--- src/rtl/seq_detect_pkg.sv ---
// Shared types and reset constants for the serial pattern detector.
package seq_detect_pkg;

  typedef enum logic [1:0] {
    IDLE = 2'd0,
    ARM  = 2'd1,
    RUN  = 2'd2,
    DONE = 2'd3
  } state_e;

  // Reset configuration: pattern 1101 right-aligned, len 4, overlapping.
  localparam logic [15:0] RST_PATTERN = 16'h000D;
  localparam int unsigned RST_LEN     = 4;
  localparam logic        RST_OVERLAP = 1'b1;

  // Width of a field able to hold 0..max_len.
  function automatic int unsigned len_w(input int unsigned max_len);
    return $clog2(max_len + 1);
  endfunction

endpackage

--- src/rtl/seq_detect_ctrl_if.sv ---
// Host/config and serial-data bundle between the host side and the detector.
interface seq_detect_ctrl_if
  import seq_detect_pkg::*;
#(
  parameter int unsigned MAX_LEN = 8,
  parameter int unsigned CNT_W   = 4,
  parameter int unsigned WIN_W   = 8
) ();

  localparam int unsigned LEN_W = len_w(MAX_LEN);

  logic               cfg_we;
  logic [MAX_LEN-1:0] cfg_pattern;
  logic [LEN_W-1:0]   cfg_len;
  logic               cfg_overlap;
  logic [WIN_W-1:0]   cfg_window;
  logic               start;
  logic               abort;
  logic               data;
  logic               data_valid;
  logic               busy;
  logic               match;
  logic [CNT_W-1:0]   match_count;
  logic               done;
  logic               cfg_err;

  // Host / data source side.
  modport master (
    output cfg_we, cfg_pattern, cfg_len, cfg_overlap, cfg_window,
    output start, abort, data, data_valid,
    input  busy, match, match_count, done, cfg_err
  );

  // Detector side.
  modport slave (
    input  cfg_we, cfg_pattern, cfg_len, cfg_overlap, cfg_window,
    input  start, abort, data, data_valid,
    output busy, match, match_count, done, cfg_err
  );

endinterface

--- src/rtl/seq_match_core.sv ---
// Shift register, fill tracking and length-masked pattern compare.
module seq_match_core
  import seq_detect_pkg::*;
#(
  parameter int unsigned MAX_LEN = 8,
  parameter int unsigned LEN_W   = len_w(MAX_LEN)
) (
  input  logic               clk,
  input  logic               rst,
  input  logic               clear,
  input  logic               shift_en,
  input  logic               data,
  input  logic [MAX_LEN-1:0] pattern,
  input  logic [LEN_W-1:0]   len,
  input  logic               overlap,
  output logic               hit
);

  logic [MAX_LEN-1:0] sr_q, sr_d;
  logic [LEN_W-1:0]   fill_q, fill_d;
  logic [MAX_LEN-1:0] sr_next_c;
  logic [LEN_W-1:0]   fill_next_c;
  logic [MAX_LEN-1:0] mask_c;

  // Evaluate the incoming bit against the pattern and compute next shift state.
  always_comb begin
    sr_next_c   = {sr_q[MAX_LEN-2:0], data};
    fill_next_c = (fill_q == LEN_W'(MAX_LEN)) ? fill_q : fill_q + LEN_W'(1);
    mask_c      = '0;
    for (int i = 0; i < int'(MAX_LEN); i++) begin
      mask_c[i] = (i < int'(len));
    end
    hit = (fill_next_c >= len) && ((sr_next_c & mask_c) == (pattern & mask_c));

    sr_d   = sr_q;
    fill_d = fill_q;
    if (clear) begin
      sr_d   = '0;
      fill_d = '0;
    end else if (shift_en) begin
      sr_d   = sr_next_c;
      // Non-overlapping mode restarts the fill so the next match needs len fresh bits.
      fill_d = (hit && !overlap) ? '0 : fill_next_c;
    end
  end

  // Shift register and fill state.
  always_ff @(posedge clk or posedge rst) begin
    if (rst) begin
      sr_q   <= '0;
      fill_q <= '0;
    end else begin
      sr_q   <= sr_d;
      fill_q <= fill_d;
    end
  end

endmodule

--- src/rtl/seq_detect_ctrl.sv ---
// Run controller for a programmable serial pattern detector.
module seq_detect_ctrl
  import seq_detect_pkg::*;
#(
  parameter int unsigned MAX_LEN = 8,
  parameter int unsigned CNT_W   = 4,
  parameter int unsigned WIN_W   = 8
) (
  input  logic              clk,
  input  logic              rst,
  seq_detect_ctrl_if.slave  sif
);

  localparam int unsigned LEN_W = len_w(MAX_LEN);
  localparam logic [CNT_W-1:0] CNT_MAX = {CNT_W{1'b1}};

  state_e             state_q, state_d;
  logic [MAX_LEN-1:0] pat_q, pat_d;
  logic [LEN_W-1:0]   len_q, len_d;
  logic               ovl_q, ovl_d;
  logic [WIN_W-1:0]   win_q, win_d;
  logic [WIN_W-1:0]   bit_q, bit_d;
  logic [CNT_W-1:0]   cnt_q, cnt_d;
  logic               busy_q, busy_d;
  logic               match_q, match_d;
  logic               done_q, done_d;
  logic               err_q, err_d;

  logic               len_bad_c;
  logic               core_clear_c;
  logic               core_shift_c;
  logic               hit;

  seq_match_core #(
    .MAX_LEN (MAX_LEN),
    .LEN_W   (LEN_W)
  ) u_core (
    .clk      (clk),
    .rst      (rst),
    .clear    (core_clear_c),
    .shift_en (core_shift_c),
    .data     (sif.data),
    .pattern  (pat_q),
    .len      (len_q),
    .overlap  (ovl_q),
    .hit      (hit)
  );

  // Next state, config capture, counters and registered output values.
  always_comb begin
    state_d      = state_q;
    pat_d        = pat_q;
    len_d        = len_q;
    ovl_d        = ovl_q;
    win_d        = win_q;
    bit_d        = bit_q;
    cnt_d        = cnt_q;
    err_d        = err_q;
    match_d      = 1'b0;
    core_clear_c = 1'b0;
    core_shift_c = 1'b0;
    len_bad_c    = (len_q == '0) || (32'(len_q) > MAX_LEN);

    unique case (state_q)
      IDLE, DONE: begin
        if (sif.cfg_we) begin
          pat_d = sif.cfg_pattern;
          len_d = sif.cfg_len;
          ovl_d = sif.cfg_overlap;
          win_d = sif.cfg_window;
        end
        // Start is judged against the already latched length.
        if (sif.start && !sif.abort) begin
          if (len_bad_c) begin
            err_d = 1'b1;
          end else begin
            err_d   = 1'b0;
            state_d = ARM;
          end
        end
      end

      ARM: begin
        if (sif.cfg_we) err_d = 1'b1;
        if (sif.abort) begin
          state_d = IDLE;
        end else begin
          core_clear_c = 1'b1;
          cnt_d        = '0;
          bit_d        = '0;
          state_d      = RUN;
        end
      end

      RUN: begin
        if (sif.cfg_we) err_d = 1'b1;
        if (sif.abort) begin
          state_d = IDLE;
        end else if (sif.data_valid) begin
          core_shift_c = 1'b1;
          bit_d        = bit_q + WIN_W'(1);
          if (hit) begin
            match_d = 1'b1;
            if (cnt_q != CNT_MAX) cnt_d = cnt_q + CNT_W'(1);
          end
          if ((win_q != '0) && (bit_d == win_q)) state_d = DONE;
        end
      end

      default: state_d = IDLE;
    endcase

    busy_d = (state_d == ARM) || (state_d == RUN);
    done_d = (state_d == DONE);
  end

  // State, configuration, counters and output registers.
  always_ff @(posedge clk or posedge rst) begin
    if (rst) begin
      state_q <= IDLE;
      pat_q   <= MAX_LEN'(RST_PATTERN);
      len_q   <= LEN_W'(RST_LEN);
      ovl_q   <= RST_OVERLAP;
      win_q   <= '0;
      bit_q   <= '0;
      cnt_q   <= '0;
      busy_q  <= 1'b0;
      match_q <= 1'b0;
      done_q  <= 1'b0;
      err_q   <= 1'b0;
    end else begin
      state_q <= state_d;
      pat_q   <= pat_d;
      len_q   <= len_d;
      ovl_q   <= ovl_d;
      win_q   <= win_d;
      bit_q   <= bit_d;
      cnt_q   <= cnt_d;
      busy_q  <= busy_d;
      match_q <= match_d;
      done_q  <= done_d;
      err_q   <= err_d;
    end
  end

  assign sif.busy        = busy_q;
  assign sif.match       = match_q;
  assign sif.match_count = cnt_q;
  assign sif.done        = done_q;
  assign sif.cfg_err     = err_q;

endmodule

--- src/flat_wrapper.sv ---
// flat-port wrapper written by rule: the top's interface ports become plain ports
module seq_detect_ctrl_flat import seq_detect_pkg::*;
#(
  parameter int unsigned MAX_LEN = 8,
  parameter int unsigned CNT_W   = 4,
  parameter int unsigned WIN_W   = 8
)
  (clk, rst, sif_cfg_we, sif_cfg_pattern, sif_cfg_len, sif_cfg_overlap, sif_cfg_window, sif_start, sif_abort, sif_data, sif_data_valid, sif_busy, sif_match, sif_match_count, sif_done, sif_cfg_err);
  seq_detect_ctrl_if #(.MAX_LEN(MAX_LEN), .CNT_W(CNT_W), .WIN_W(WIN_W)) sif_i ();
  input  logic clk;
  input  logic rst;
  input wire logic [$bits(sif_i.cfg_we)-1:0] sif_cfg_we;
  input wire logic [$bits(sif_i.cfg_pattern)-1:0] sif_cfg_pattern;
  input wire logic [$bits(sif_i.cfg_len)-1:0] sif_cfg_len;
  input wire logic [$bits(sif_i.cfg_overlap)-1:0] sif_cfg_overlap;
  input wire logic [$bits(sif_i.cfg_window)-1:0] sif_cfg_window;
  input wire logic [$bits(sif_i.start)-1:0] sif_start;
  input wire logic [$bits(sif_i.abort)-1:0] sif_abort;
  input wire logic [$bits(sif_i.data)-1:0] sif_data;
  input wire logic [$bits(sif_i.data_valid)-1:0] sif_data_valid;
  output wire logic [$bits(sif_i.busy)-1:0] sif_busy;
  output wire logic [$bits(sif_i.match)-1:0] sif_match;
  output wire logic [$bits(sif_i.match_count)-1:0] sif_match_count;
  output wire logic [$bits(sif_i.done)-1:0] sif_done;
  output wire logic [$bits(sif_i.cfg_err)-1:0] sif_cfg_err;
  assign sif_i.cfg_we = sif_cfg_we;
  assign sif_i.cfg_pattern = sif_cfg_pattern;
  assign sif_i.cfg_len = sif_cfg_len;
  assign sif_i.cfg_overlap = sif_cfg_overlap;
  assign sif_i.cfg_window = sif_cfg_window;
  assign sif_i.start = sif_start;
  assign sif_i.abort = sif_abort;
  assign sif_i.data = sif_data;
  assign sif_i.data_valid = sif_data_valid;
  assign sif_busy = sif_i.busy;
  assign sif_match = sif_i.match;
  assign sif_match_count = sif_i.match_count;
  assign sif_done = sif_i.done;
  assign sif_cfg_err = sif_i.cfg_err;
  seq_detect_ctrl #(.MAX_LEN(MAX_LEN), .CNT_W(CNT_W), .WIN_W(WIN_W)) u_core (.clk(clk), .rst(rst), .sif(sif_i));
endmodule
--- config.mk ---
export PLATFORM = sky130hd
export DESIGN_NAME = seq_detect_ctrl_flat
export DESIGN_NICKNAME = d
export VERILOG_FILES = /design/src/rtl/seq_detect_pkg.sv /design/src/rtl/seq_detect_ctrl_if.sv /design/src/rtl/seq_match_core.sv /design/src/rtl/seq_detect_ctrl.sv /design/src/flat_wrapper.sv
export SDC_FILE = /design/constraint.sdc
export NUM_CORES = 1
export LEC_CHECK = 0
export ABC_AREA = 1
export CORE_ASPECT_RATIO = 0.9
export CORE_UTILIZATION = 40
export DETAILED_ROUTE_END_ITERATION = 10
export GPL_TIMING_DRIVEN = 0
export RECOVER_POWER = 50
export SETUP_SLACK_MARGIN = 0.3
export SYNTH_ARGS = -nofsm -noshare
export SYNTH_HDL_FRONTEND = slang
export SYNTH_SLANG_ARGS = --single-unit
--- constraint.sdc ---
create_clock -name clk -period 1.95 [get_ports clk]
set_input_delay 0.195 -clock clk [delete_from_list [all_inputs] [get_ports clk]]
set_output_delay 0.195 -clock clk [all_outputs]
set_load 0.01 [all_outputs]
Word level (Yosys, flattened, before mapping)
Index checks and enable logic that the tools add are counted.

$add $sub $neg: 3. Multipliers: 0. Div/mod/pow operators: 0. Magnitude comparators: 10. Equal/unequal tests: 17. Shift operators: 0. Multiplexer cells: 36. Bitwise gates (word level): 2. Reduce and logical (&&, ||, !) cells: 19.

Operators with widths (count): 4-bit two-way mux (9); 8-bit two-way mux (3); 8-bit bitwise AND (2); 8-bit equality test (2); 3-bit by 4-bit less-than comparator with 1-bit output (first input constant) (4); 8-bit one-hot mux with 2 select lines (1); 7-bit two-way mux (2); 1-bit two-way mux (12); 2-bit two-way mux (6); 2-bit != test (second input constant) (5); 4-bit by 1-bit adder with 4-bit output (second input constant) (2); 8-bit by 1-bit adder with 8-bit output (second input constant) (1); 2-bit equality test (second input constant) (4); 1-bit by 4-bit less-than comparator with 1-bit output (first input constant) (2); 2-bit by 4-bit less-than comparator with 1-bit output (first input constant) (2); 4-bit one-hot mux with 2 select lines (1); 8-bit nonzero test (1); 2-bit one-hot mux with 3 select lines (1); 6-bit AND reduction (1); 2-bit by 1-bit equality test with 1-bit output (second input constant) (2); 4-bit equality test (second input constant) (1); 4-bit greater-or-equal comparator (1); 4-bit > comparator (second input constant) (1); 1-bit logical AND (4); other kinds (11) (17).

Flip-flop bits (word level): 50. Latch bits: 0. RAM bits: 0. Memory bits (read-only): 0. Input bits: 28. Output and inout port bits: 8. Word-level logic and storage cells: 100. Memories: 0.

Depth between registers and ports, before layout
Gate-level depths: netlist of run 1.

Depth in word-level cells: 9. Gate-level depth with buffers: 14. Mapped depth without buffers: 14.

Modules after synthesis
Synthesis of run 1 repeated with hierarchy kept, for this count alone.

Cell total of the unflattened synthesis: 352. Area, all modules: 2803.9 µm².

By module, submodules not included: seq_detect_ctrl (times used 1, cells each 227, area an instance 1958.1 µm², seq. area each 982.2 µm²); seq_match_core (times used 1, cells each 125, area an instance 845.8 µm², seq. area each 275.3 µm²).

Worst setup path before layout of run 1
OpenSTA, ideal clock, no wires.

Path type: flip-flop to flip-flop. From: register u_core.u_core.fill_q[0]. To: register u_core.cnt_q[3] (netlist: u_core.sif.match_count[3]). Library setup time: 0.065 ns. Arrival time: 2.024 ns. Required time: 1.885 ns. Setup slack: -0.139 ns. Stages on the path, launching flop included: 15. Buffers on the path: 0. Clock period less this slack: 2.089 ns. Cell sequence: dfrtp_1 > inv_1 > ha_1 > nand3_1 > xor2_1 > ha_1 > inv_1 > a21oi_1 > o21ai_0 > nand2_1 > a21oi_1 > nor2_1 > nand3_1 > nand3_1 > nand2_1.

Cells in the longest elaborated chain, start to end: 6. Elaborated cells on any way between the ends: 7. Those cells by class: 1 x add/sub; 1 x order compare; 2 x eq/ne; 1 x mux; 2 x reduce/logical.

RTL lines: from (decl) (RTL line seq_match_core.sv:20) `logic [LEN_W-1:0] fill_q, fill_d;`; from (signal assigned) (RTL line seq_match_core.sv:54) `fill_q <= fill_d;`; 4-bit by 1-bit adder with 4-bit output / 4-bit equality test (equally long branches) (RTL line seq_match_core.sv:28) `fill_next_c = (fill_q == LEN_W'(MAX_LEN)) ? fill_q : fill_q + LEN_W'(1);`; 4-bit two-way mux * (RTL line seq_match_core.sv:28); 4-bit greater-or-equal comparator * (RTL line seq_match_core.sv:33) `hit = (fill_next_c >= len) && ((sr_next_c & mask_c) == (pattern & mask_c));`; 1-bit logical AND * (RTL line seq_match_core.sv:33); 2-bit != test (no line) *; 6-bit AND reduction (no line) *; to (signal assigned) (RTL line seq_detect_ctrl.sv:138) `cnt_q <= cnt_d;`; to (decl) (RTL line seq_detect_ctrl.sv:23) `logic [CNT_W-1:0] cnt_q, cnt_d;`.

Every way passes the cells marked *; elsewhere a longest branch is shown, timed or not. A chain may end at the register's enable or synchronous reset.

Worst setup path in the final report of run 1
From: register u_core.u_core.fill_q[1]. To: register u_core.cnt_q[3] (netlist: u_core.sif.match_count[3]).

Same word-level chain as after synthesis.

==> flow_summary.toml, run 1 <==
[floorplanning]
initial_utilization_pct = 41.8
chipHeight_um = 80.9
ios = 36
core_mm2 = 0.00662
std_cell_rows = 28
dieArea_mm2 = 0.00726
die_x_um = 89.7

[sta]
drv_slew = 0
hold_violations = 0
rsz0062_at_grt = "yes"
fmax_mhz = 475
worst_pin_slew_ns = 0.764
fin_crit_ns = 2.11
slew_headroom_pct = 49.1
finalWorstSetupSlack_ns = -0.156
final-setup-viol-count = 10
finalCritPeriodShare_pct = 108
skew_ns = 0.00460
setup_tns_ns = -1.36

[yosys]
synth_warnings = 0
synth_edf_count = 0
synth_area_leaders = "dfrtp_1 41%, nand2_1 7.6%, inv_1 7.5%"
netlist_top_cells_count = "56 x nand2_1, 55 x inv_1, 45 x dfrtp_1"
syn_inst = 340
ys_seq_elements = 50
yosysSeqAreaShare_pct = 45.4
synth_most_common_cell = "nand2_1"
synth_area_per_cell_um2 = 8.14
synth_nets = 379
synth_area_mm2 = 0.00277
ys.flop_type = "dfrtp_1"
async_flop_share_pct = 100
yosysUniqueCellTypes = 27
synth_top_area_share_pct = 40.7
synth_top_area_cell = "dfrtp_1"

[pwr]
p_leak_uw = 0.00173
power.total_uw = 5250
vdd_ir_drop_max_mv = 0.647
pwr_density_cell_mw_per_mm2 = 1380

[grt]
grt_max_degree = 32
gr-total-overflow = 0
antenna_found_initial = 0
grt_pass1_vias = 2268
grt_pass1_wl_um = 10500
grt.total_usage_pct = 19.3

[flow_run]
cap_violations = 0

[clock_tree]
cts_made_buffers = 5
tritoncts = "built"
cts_max_path_buffers = 2
path_clk_slew_ns = 0.10
clock_sinks = 50
htree_levels = 2
root_buffer = "clkbuf_8"
insertion_delay_ns = 0.32

[run_status]
violations = "setup timing"
status = "finished with violations"

[placement]
placedCellCount = 466
portBuffers = 35
dp_slack_ns = -0.233
gp_congestion = 0.910
dp_hpwl_um = 4630

[route]
drt_iter0_drc = 162
drtAntennaViolNets = 0
dr.pass1.iters = 4
post_drt_wl_per_cell_um = 13.2
routed_wl_um = 6590
vias = 2444
viasPerCell = 4.90
drc = 0

[final_layout]
final_cells = 499
synthToLayoutAreaGrowth_pct = 37.1
nets = 447
antenna_cells = 0
drive_gt1_share_pct = 25.9

[worst_hold_path]
hp-class = "in2async"

[setup_path]
arrival_ns = 2.32
cp_top_family = "buffers and inverters"
ff2ff_setup_slack_ns = -0.16
rr_startpoint = "u_core.u_core.fill_q[1]$_DFFE_PP0P_"
endpoint_kind = "flop"
crit_chain = "inv_2 > ha_4 > nand3_4 > xor2_2 > ha_1 > inv_1 > a21oi_2 > o21ai_1 > nand2_1 > a21oi_2 > buf_4 > nor2_4 > buf_12 > nand4_1 > nand2_1"
r2r_end = "u_core.sif.match_count[3]$_DFFE_PP0P_"
r2r_cells = 15
slowest_delay_ns = 0.41
critical_path.max_fanout = 4
crit_slowest_cell = "dfrtp_1"
path_buf_inv = 4
worstSetupPathType = "reg2reg"
crit_required_ns = 2.17
critPathLaunchType = "flop"
worst max path at each step:
stage	startpoint	end	slack [ns]	depth (start not counted)
final	u_core.u_core.fill_q[1]$_DFFE_PP0P_	u_core.sif.match_count[3]$_DFFE_PP0P_	-0.16	15
after global routing	u_core.u_core.fill_q[1]$_DFFE_PP0P_	u_core.sif.match_count[3]$_DFFE_PP0P_	-0.29	15
after CTS	u_core.u_core.fill_q[1]$_DFFE_PP0P_	u_core.sif.match_count[3]$_DFFE_PP0P_	-0.13	15
after detailed placement	u_core.u_core.fill_q[0]$_DFFE_PP0P_	u_core.sif.match_count[1]$_DFFE_PP0P_	-0.23	14
after global placement	rst	u_core.sif.match_count[2]$_DFFE_PP0P_	-0.45	2
after floorplan	u_core.u_core.fill_q[0]$_DFFE_PP0P_	u_core.sif.match_count[3]$_DFFE_PP0P_	-0.01	14
logic make-up after synthesis:
| logic type | after synthesis | share of synthesized area, % |
|---|---|---|
| and+or+nand+nor | 144 | 22.9 |
| muxes | 9 | 3.66 |
| xor gates and xnor gates | 12 | 3.80 |
| buffers and inverters | 62 | 8.54 |
| adders and majority gates | 11 | 4.97 |
| DFF | 50 | 45.4 |
| AOI/OAI and AO/OA | 52 | 10.7 |
routing by layer:
metal | track usage [%] | routed length (um) | vias up
li1 | - | - | 1234
met1 | 27.3 | 3160 | 1142
met2 | 29.8 | 3090 | 59
met3 | 3.15 | 227 | 9
met4 | 6.67 | 112 | 0
met5 | 0 | 0 | -
metrics by stage:
stage | util (%) | area (um^2) | hold WS [ns]
3_3_place_gp | 49.3 | 3270 | 0.499
3_5_place_dp | 49.6 | 3290 | 0.503
2_1_floorplan | - | 2800 | 0.325
6_report | 57.3 | 3790 | 0.425
4_1_cts | 53.4 | 3540 | 0.199
5_1_grt | 57.3 | 3790 | 0.441
timing repair:
action	in CTS	in global routing
hold buffers	0	0
cloned	1	0
pin swaps	9	13
endpoints found under the setup margin	45	43
buffers inserted	10	14
gates resized for setup	25	43
cell type report:
type	count	area, um^2
timing repair buffer	61	571
buffer	6	53.8
clock inverter	3	25.0
sequential	50	1260
multi-input combinational	228	1490
tap	90	113
clock buffer	5	68.8
fill	569	2830
inverter	56	216
worst reg2reg max path, delay by kind of cell, from the launching register on:
kind                     cells  cell delay [ns]
AND/OR/NAND/NOR              5             0.31
AO/OA/AOI/OAI                3             0.30
flip-flops                   1             0.41
XOR/XNOR                     1             0.17
buffers and inverters        4             0.43
adder cells (fa/ha/maj)      2             0.41
power breakdown:
part	internal (uW)	switching (uW)
combinational	1350	1540
clock	260	386
sequential	1430	283
sequential cells by signal, indices dropped and copies added, names as in the netlist, 2 cells and up:
name and count:
u_core.bit_q 8, u_core.len_q 4, u_core.pat_q 8, u_core.sif.match_count 4, u_core.state_q 2, u_core.u_core.fill_q 4
u_core.u_core.sr_q 7, u_core.win_q 8
layout by cell type, fill, tap and decap left out, types with 6 or more instances in the layout:
cell and instances:
ha_1 6, inv_1 46, inv_2 8, o22ai_2 7, nand3_1 32, xor2_1 6, buf_4 21, o21ai_0 7
buf_6 7, nor2_1 32, a21oi_1 15, o21ai_1 8, nand2_1 53, clkdlybuf4s50_1 34, dfrtp_1 43, mux2_2 9
Power figures use the tool's default switching activity.
==> run 2: changes to the inputs <==
Clock period 1.95 ns to 1.9 ns, I/O delays scaled along.
==> flow_summary.toml, run 2 (synthesis results as in run 1) <==
[run_status]
status = "finished with violations"
violations = "setup timing"

[sta]
hold_violations = 0
finalWorstSetupSlack_ns = -0.122
rsz0062_at_grt = "yes"
setup_tns_ns = -1.01
finalCritPeriodShare_pct = 106
final-setup-viol-count = 10
fin_crit_ns = 2.02
hold_slack_ns = 0.283
slew_headroom_pct = 32.2
drv_slew = 0
fmax_mhz = 495
worst_pin_slew_ns = 1.02
skew_ns = 0.00717

[floorplanning]
die_x_um = 89.7
initial_utilization_pct = 41.8
core_mm2 = 0.00662
std_cell_rows = 28
ios = 36
dieArea_mm2 = 0.00726
chipHeight_um = 80.9

[setup_path]
critical_path.max_fanout = 4
crit_required_ns = 2.10
endpoint_kind = "flop"
worstSetupPathType = "reg2reg"
critPathLaunchType = "flop"
arrival_ns = 2.22

[route]
drtAntennaViolNets = 0
drc = 0
post_drt_wl_per_cell_um = 12.9
viasPerCell = 4.93
vias = 2406
drt_iter0_drc = 120
dr.pass1.iters = 4
routed_wl_um = 6300

[grt]
grt_pass1_vias = 2340
grt_pass1_wl_um = 10700
grt.total_usage_pct = 19.4
gr-total-overflow = 0
antenna_found_initial = 0
grt_max_degree = 42

[placement]
dp_slack_ns = -0.257
gp_congestion = 0.905
dp_hpwl_um = 4580
portBuffers = 35

[clock_tree]
cts_max_path_buffers = 2
htree_levels = 2
insertion_delay_ns = 0.30
path_clk_slew_ns = 0.10
clock_sinks = 50
cts_hold_buf = 0
tritoncts = "built"
cts_made_buffers = 5
root_buffer = "clkbuf_8"

[pwr]
p_switching_uw = 2090
p_comb_share_pct = 49.4
pwr-share-clk_pct = 17.5
p_leak_uw = 0.00170
p_int_uw = 3190
seqPwrFrac_pct = 33.2
p_sw_share_pct = 39.5
vdd_ir_drop_max_mv = 0.710
pwr_density_cell_mw_per_mm2 = 1430

[worst_hold_path]
hp-class = "in2async"

[final_layout]
final_common_cell = "nand2_1"
synthToLayoutAreaGrowth_pct = 33.5
antenna_cells = 0
layout_common_cells = "53 x nand2_1, 48 x inv_1, 43 x dfrtp_1"
fillerInstances = 586
nets = 436
top_regs = "u_core.bit_q: 8 flops, u_core.pat_q: 8 flops, u_core.win_q: 8 flops"
drive_gt1_share_pct = 22.9

[flow_run]
cap_violations = 0
-- run 2: layout make-up --
type                    count  area (um^2)  area share (%)
multi-input cells         228         1450            39.3
inverters                  56          213            5.75
repair buffers             50          464            12.6
clock inverters             2         60.1            1.62
clock buffers               6         82.6            2.23
plain buffers               6         50.0            1.35
well taps                  90          113            3.05
flip-flops and latches     50         1260            34.1
-- run 2: power by group through the flow --
| stage | clock [uW] | combinational, uW | sequential (uW) |
|---|---|---|---|
| 2_1_floorplan | 0 | 1510 | 1700 |
| 3_3_place_gp | 0 | 1980 | 1750 |
| 3_5_place_dp | 0 | 2010 | 1760 |
| 4_1_cts | 947 | 2350 | 1740 |
| 5_1_grt | 990 | 2930 | 1800 |
| 6_report | 922 | 2610 | 1750 |
-- run 2: worst paths after layout --
kind / start / endpoint / cells past startpoint / slack, ns
worst max-delay path: u_core.u_core.fill_q[1]$_DFFE_PP0P_ / u_core.sif.match_count[1]$_DFFE_PP0P_ / 14 / -0.12
worst min-delay path: rst / u_core.pat_q[1]$_DFFE_PP0P_ / 2 / 0.28
worst max register to register: u_core.u_core.fill_q[1]$_DFFE_PP0P_ / u_core.sif.match_count[1]$_DFFE_PP0P_ / 14 / -0.12
worst min register to register: u_core.ovl_q$_DFFE_PP1P_ / u_core.ovl_q$_DFFE_PP1P_ / 2 / 0.51
max in group asynchronous: rst / u_core.bit_q[0]$_DFFE_PP0P_ / 3 / 0.26
min in group clk: sif_cfg_len[2] / u_core.len_q[2]$_DFFE_PP1P_ / 3 / 0.44
-- run 2: timing repair --
action	CTS	global route
buffers inserted	9	4
cloned	1	0
pin swaps	11	5
setup endpoints to repair	45	43
gates resized for setup	28	25
-- run 2: metal layers --
metal / up-vias / global-route usage (%) / share of wire (%)
li1: 1219 / - / -
met2: 59 / 31.0 / 47
met4: 0 / 6.67 / 1.9
met5: - / 0 / 0
met1: 1117 / 26.2 / 47
met3: 11 / 4.07 / 4.4
-- run 2: through the flow --
step / util (%) / power (uW) / cells / cell area [um^2]
after floorplan: - / 3210 / 340 / 2810
after global placement: 49.4 / 3730 / 465 / 3270
after detailed placement: 49.7 / 3760 / 466 / 3290
after CTS: 54.2 / 5040 / 484 / 3590
after global routing: 55.8 / 5710 / 488 / 3700
final: 55.8 / 5280 / 488 / 3700
-- run 2: worst max-delay path, stage by stage (launching register included) --
cell and delay [ns]:
dfrtp_1 0.40, inv_2 0.09, ha_4 0.14, nand3_4 0.08, xor2_2 0.16, ha_1 0.28
inv_2 0.03, a21oi_2 0.12, o21ai_2 0.06, nand2_2 0.07, a21oi_4 0.07, nor2_2 0.13
nand3_4 0.11, nand3_1 0.10, nand2_1 0.06
==> run 3: changes to the inputs <==
Settings changed: CAP_MARGIN from default to 10, CTS_CLUSTER_SIZE from default to 16, SLEW_MARGIN from default to 25.
==> flow_summary.toml, run 3 (synthesis results as in run 1) <==
[clock_tree]
root_buffer = "clkbuf_8"
clock_sinks = 50
cts_made_buffers = 5
cts_max_path_buffers = 2
tritoncts = "built"
path_clk_slew_ns = 0.10
cts_hold_buf = 0
insertion_delay_ns = 0.31
htree_levels = 2

[setup_path]
arrival_ns = 2.25
crit_required_ns = 2.10
rr_startpoint = "u_core.u_core.fill_q[0]$_DFFE_PP0P_"
critPathLaunchType = "flop"
r2r_cells = 14
worstSetupPathType = "reg2reg"
ff2ff_setup_slack_ns = -0.15
crit_start = "u_core.u_core.fill_q[0]$_DFFE_PP0P_"
critical_path.max_fanout = 4
endpoint_kind = "flop"
r2r_end = "u_core.sif.match_count[0]$_DFFE_PP0P_"
crit_end = "u_core.sif.match_count[0]$_DFFE_PP0P_"

[sta]
fin_crit_ns = 2.05
skew_ns = 0.0121
slew_headroom_pct = 31.7
final-setup-viol-count = 10
drv_slew = 0
finalWorstSetupSlack_ns = -0.153
hold_slack_ns = 0.426
rsz0062_at_grt = "yes"
setup_tns_ns = -1.32
worst_pin_slew_ns = 1.02
finalCritPeriodShare_pct = 108
hold_violations = 0
fmax_mhz = 487

[floorplanning]
core_mm2 = 0.00662
dieArea_mm2 = 0.00726
ios = 36
std_cell_rows = 28
chipHeight_um = 80.9
die_x_um = 89.7
initial_utilization_pct = 41.8

[route]
drc = 0
drt_iter0_drc = 142
routed_wl_um = 6500
viasPerCell = 4.96
drtAntennaViolNets = 0
dr.pass1.iters = 4
post_drt_wl_per_cell_um = 13.0
vias = 2482

[pwr]
pwr_density_cell_mw_per_mm2 = 1430
p_leak_uw = 0.00174
vdd_ir_drop_max_mv = 0.728

[worst_hold_path]
hp-class = "in2reg"

[grt]
grt_pass1_vias = 2349
antenna_found_initial = 0
grt.total_usage_pct = 19.5
grt_pass1_wl_um = 10700
gr-total-overflow = 0
grt_max_degree = 51

[final_layout]
layout_common_cells = "53 x nand2_1, 46 x inv_1, 43 x dfrtp_1"
drive_gt1_share_pct = 27.3
nets = 448
synthToLayoutAreaGrowth_pct = 37.1
antenna_cells = 0
top_regs = "u_core.bit_q: 8 flops, u_core.pat_q: 8 flops, u_core.win_q: 8 flops"
final_common_cell = "nand2_1"

[placement]
portBuffers = 35
dp_slack_ns = -0.262
gp_congestion = 0.905
dp_hpwl_um = 4550

[flow_run]
cap_violations = 0

[run_status]
violations = "setup timing"
status = "finished with violations"
==> run 3: worst min-delay path by stage <==
stage                                         from                           to  slack (ns)  cells after the start
final                               sif_cfg_len[2]  u_core.len_q[2]$_DFFE_PP1P_        0.43                      3
after global routing                sif_cfg_len[1]  u_core.len_q[1]$_DFFE_PP0P_        0.43                      3
after CTS                                      rst  u_core.pat_q[7]$_DFFE_PP0P_        0.33                      2
after detailed placement  u_core.ovl_q$_DFFE_PP1P_     u_core.ovl_q$_DFFE_PP1P_        0.50                      2
after global placement    u_core.ovl_q$_DFFE_PP1P_     u_core.ovl_q$_DFFE_PP1P_        0.50                      2
after floorplan                     sif_cfg_len[2]  u_core.len_q[2]$_DFFE_PP1P_        0.32                      2
==> run 3: where the power goes <==
| part | internal, uW | switching (uW) | total (uW) |
|---|---|---|---|
| clock | 400 | 385 | 785 |
| combinational | 1360 | 1540 | 2900 |
| sequential | 1470 | 276 | 1740 |
==> run 3: repair_timing <==
item / CTS / global route
pin swaps: 8 / 15
resized for setup: 23 / 44
hold endpoints to repair: 0 / 0
endpoints found under the setup margin: 45 / 43
setup buffers: 9 / 17
gates cloned: 0 / 1
==> run 3: per-layer routing <==
| metal | track usage, % | vias to the layer above | share of wire, % |
|---|---|---|---|
| met2 | 31.7 | 64 | 48 |
| met4 | 6.35 | 0 | 1.6 |
| li1 | - | 1243 | - |
| met1 | 26.1 | 1165 | 46 |
| met5 | 0 | - | 0 |
| met3 | 3.46 | 10 | 4.3 |
==> run 3: critical path, stage by stage (launching register included) <==
cell	delay (ns)
dfrtp_1	0.40
inv_2	0.08
ha_4	0.14
nand3_4	0.08
xor2_2	0.16
ha_1	0.29
inv_2	0.04
a21oi_2	0.12
o21ai_2	0.06
nand2_2	0.07
a21oi_4	0.07
nor2_2	0.16
nand3_4	0.12
nand3_2	0.10
nand2_1	0.05
==> run 3: stage by stage <==
stage               total power (uW)  utilization (%)  cells  instance area [um^2]
floorplan                       3210                -    340                  2810
CTS                             4870             53.3    482                  3530
finish                          5430             57.3    500                  3790
global route                    5870             57.3    500                  3790
global placement                3730             49.4    465                  3270
detailed placement              3770             49.4    465                  3270
==> run 3: cell type report <==
cell class	count	area [um^2]
Fill cell	572	2830
Multi-Input combinational cell	228	1480
Sequential cell	50	1260
Timing Repair Buffer	62	561
Inverter	56	218
Tap cell	90	113
Clock buffer	5	68.8
Buffer	6	50.0
Clock inverter	3	47.5
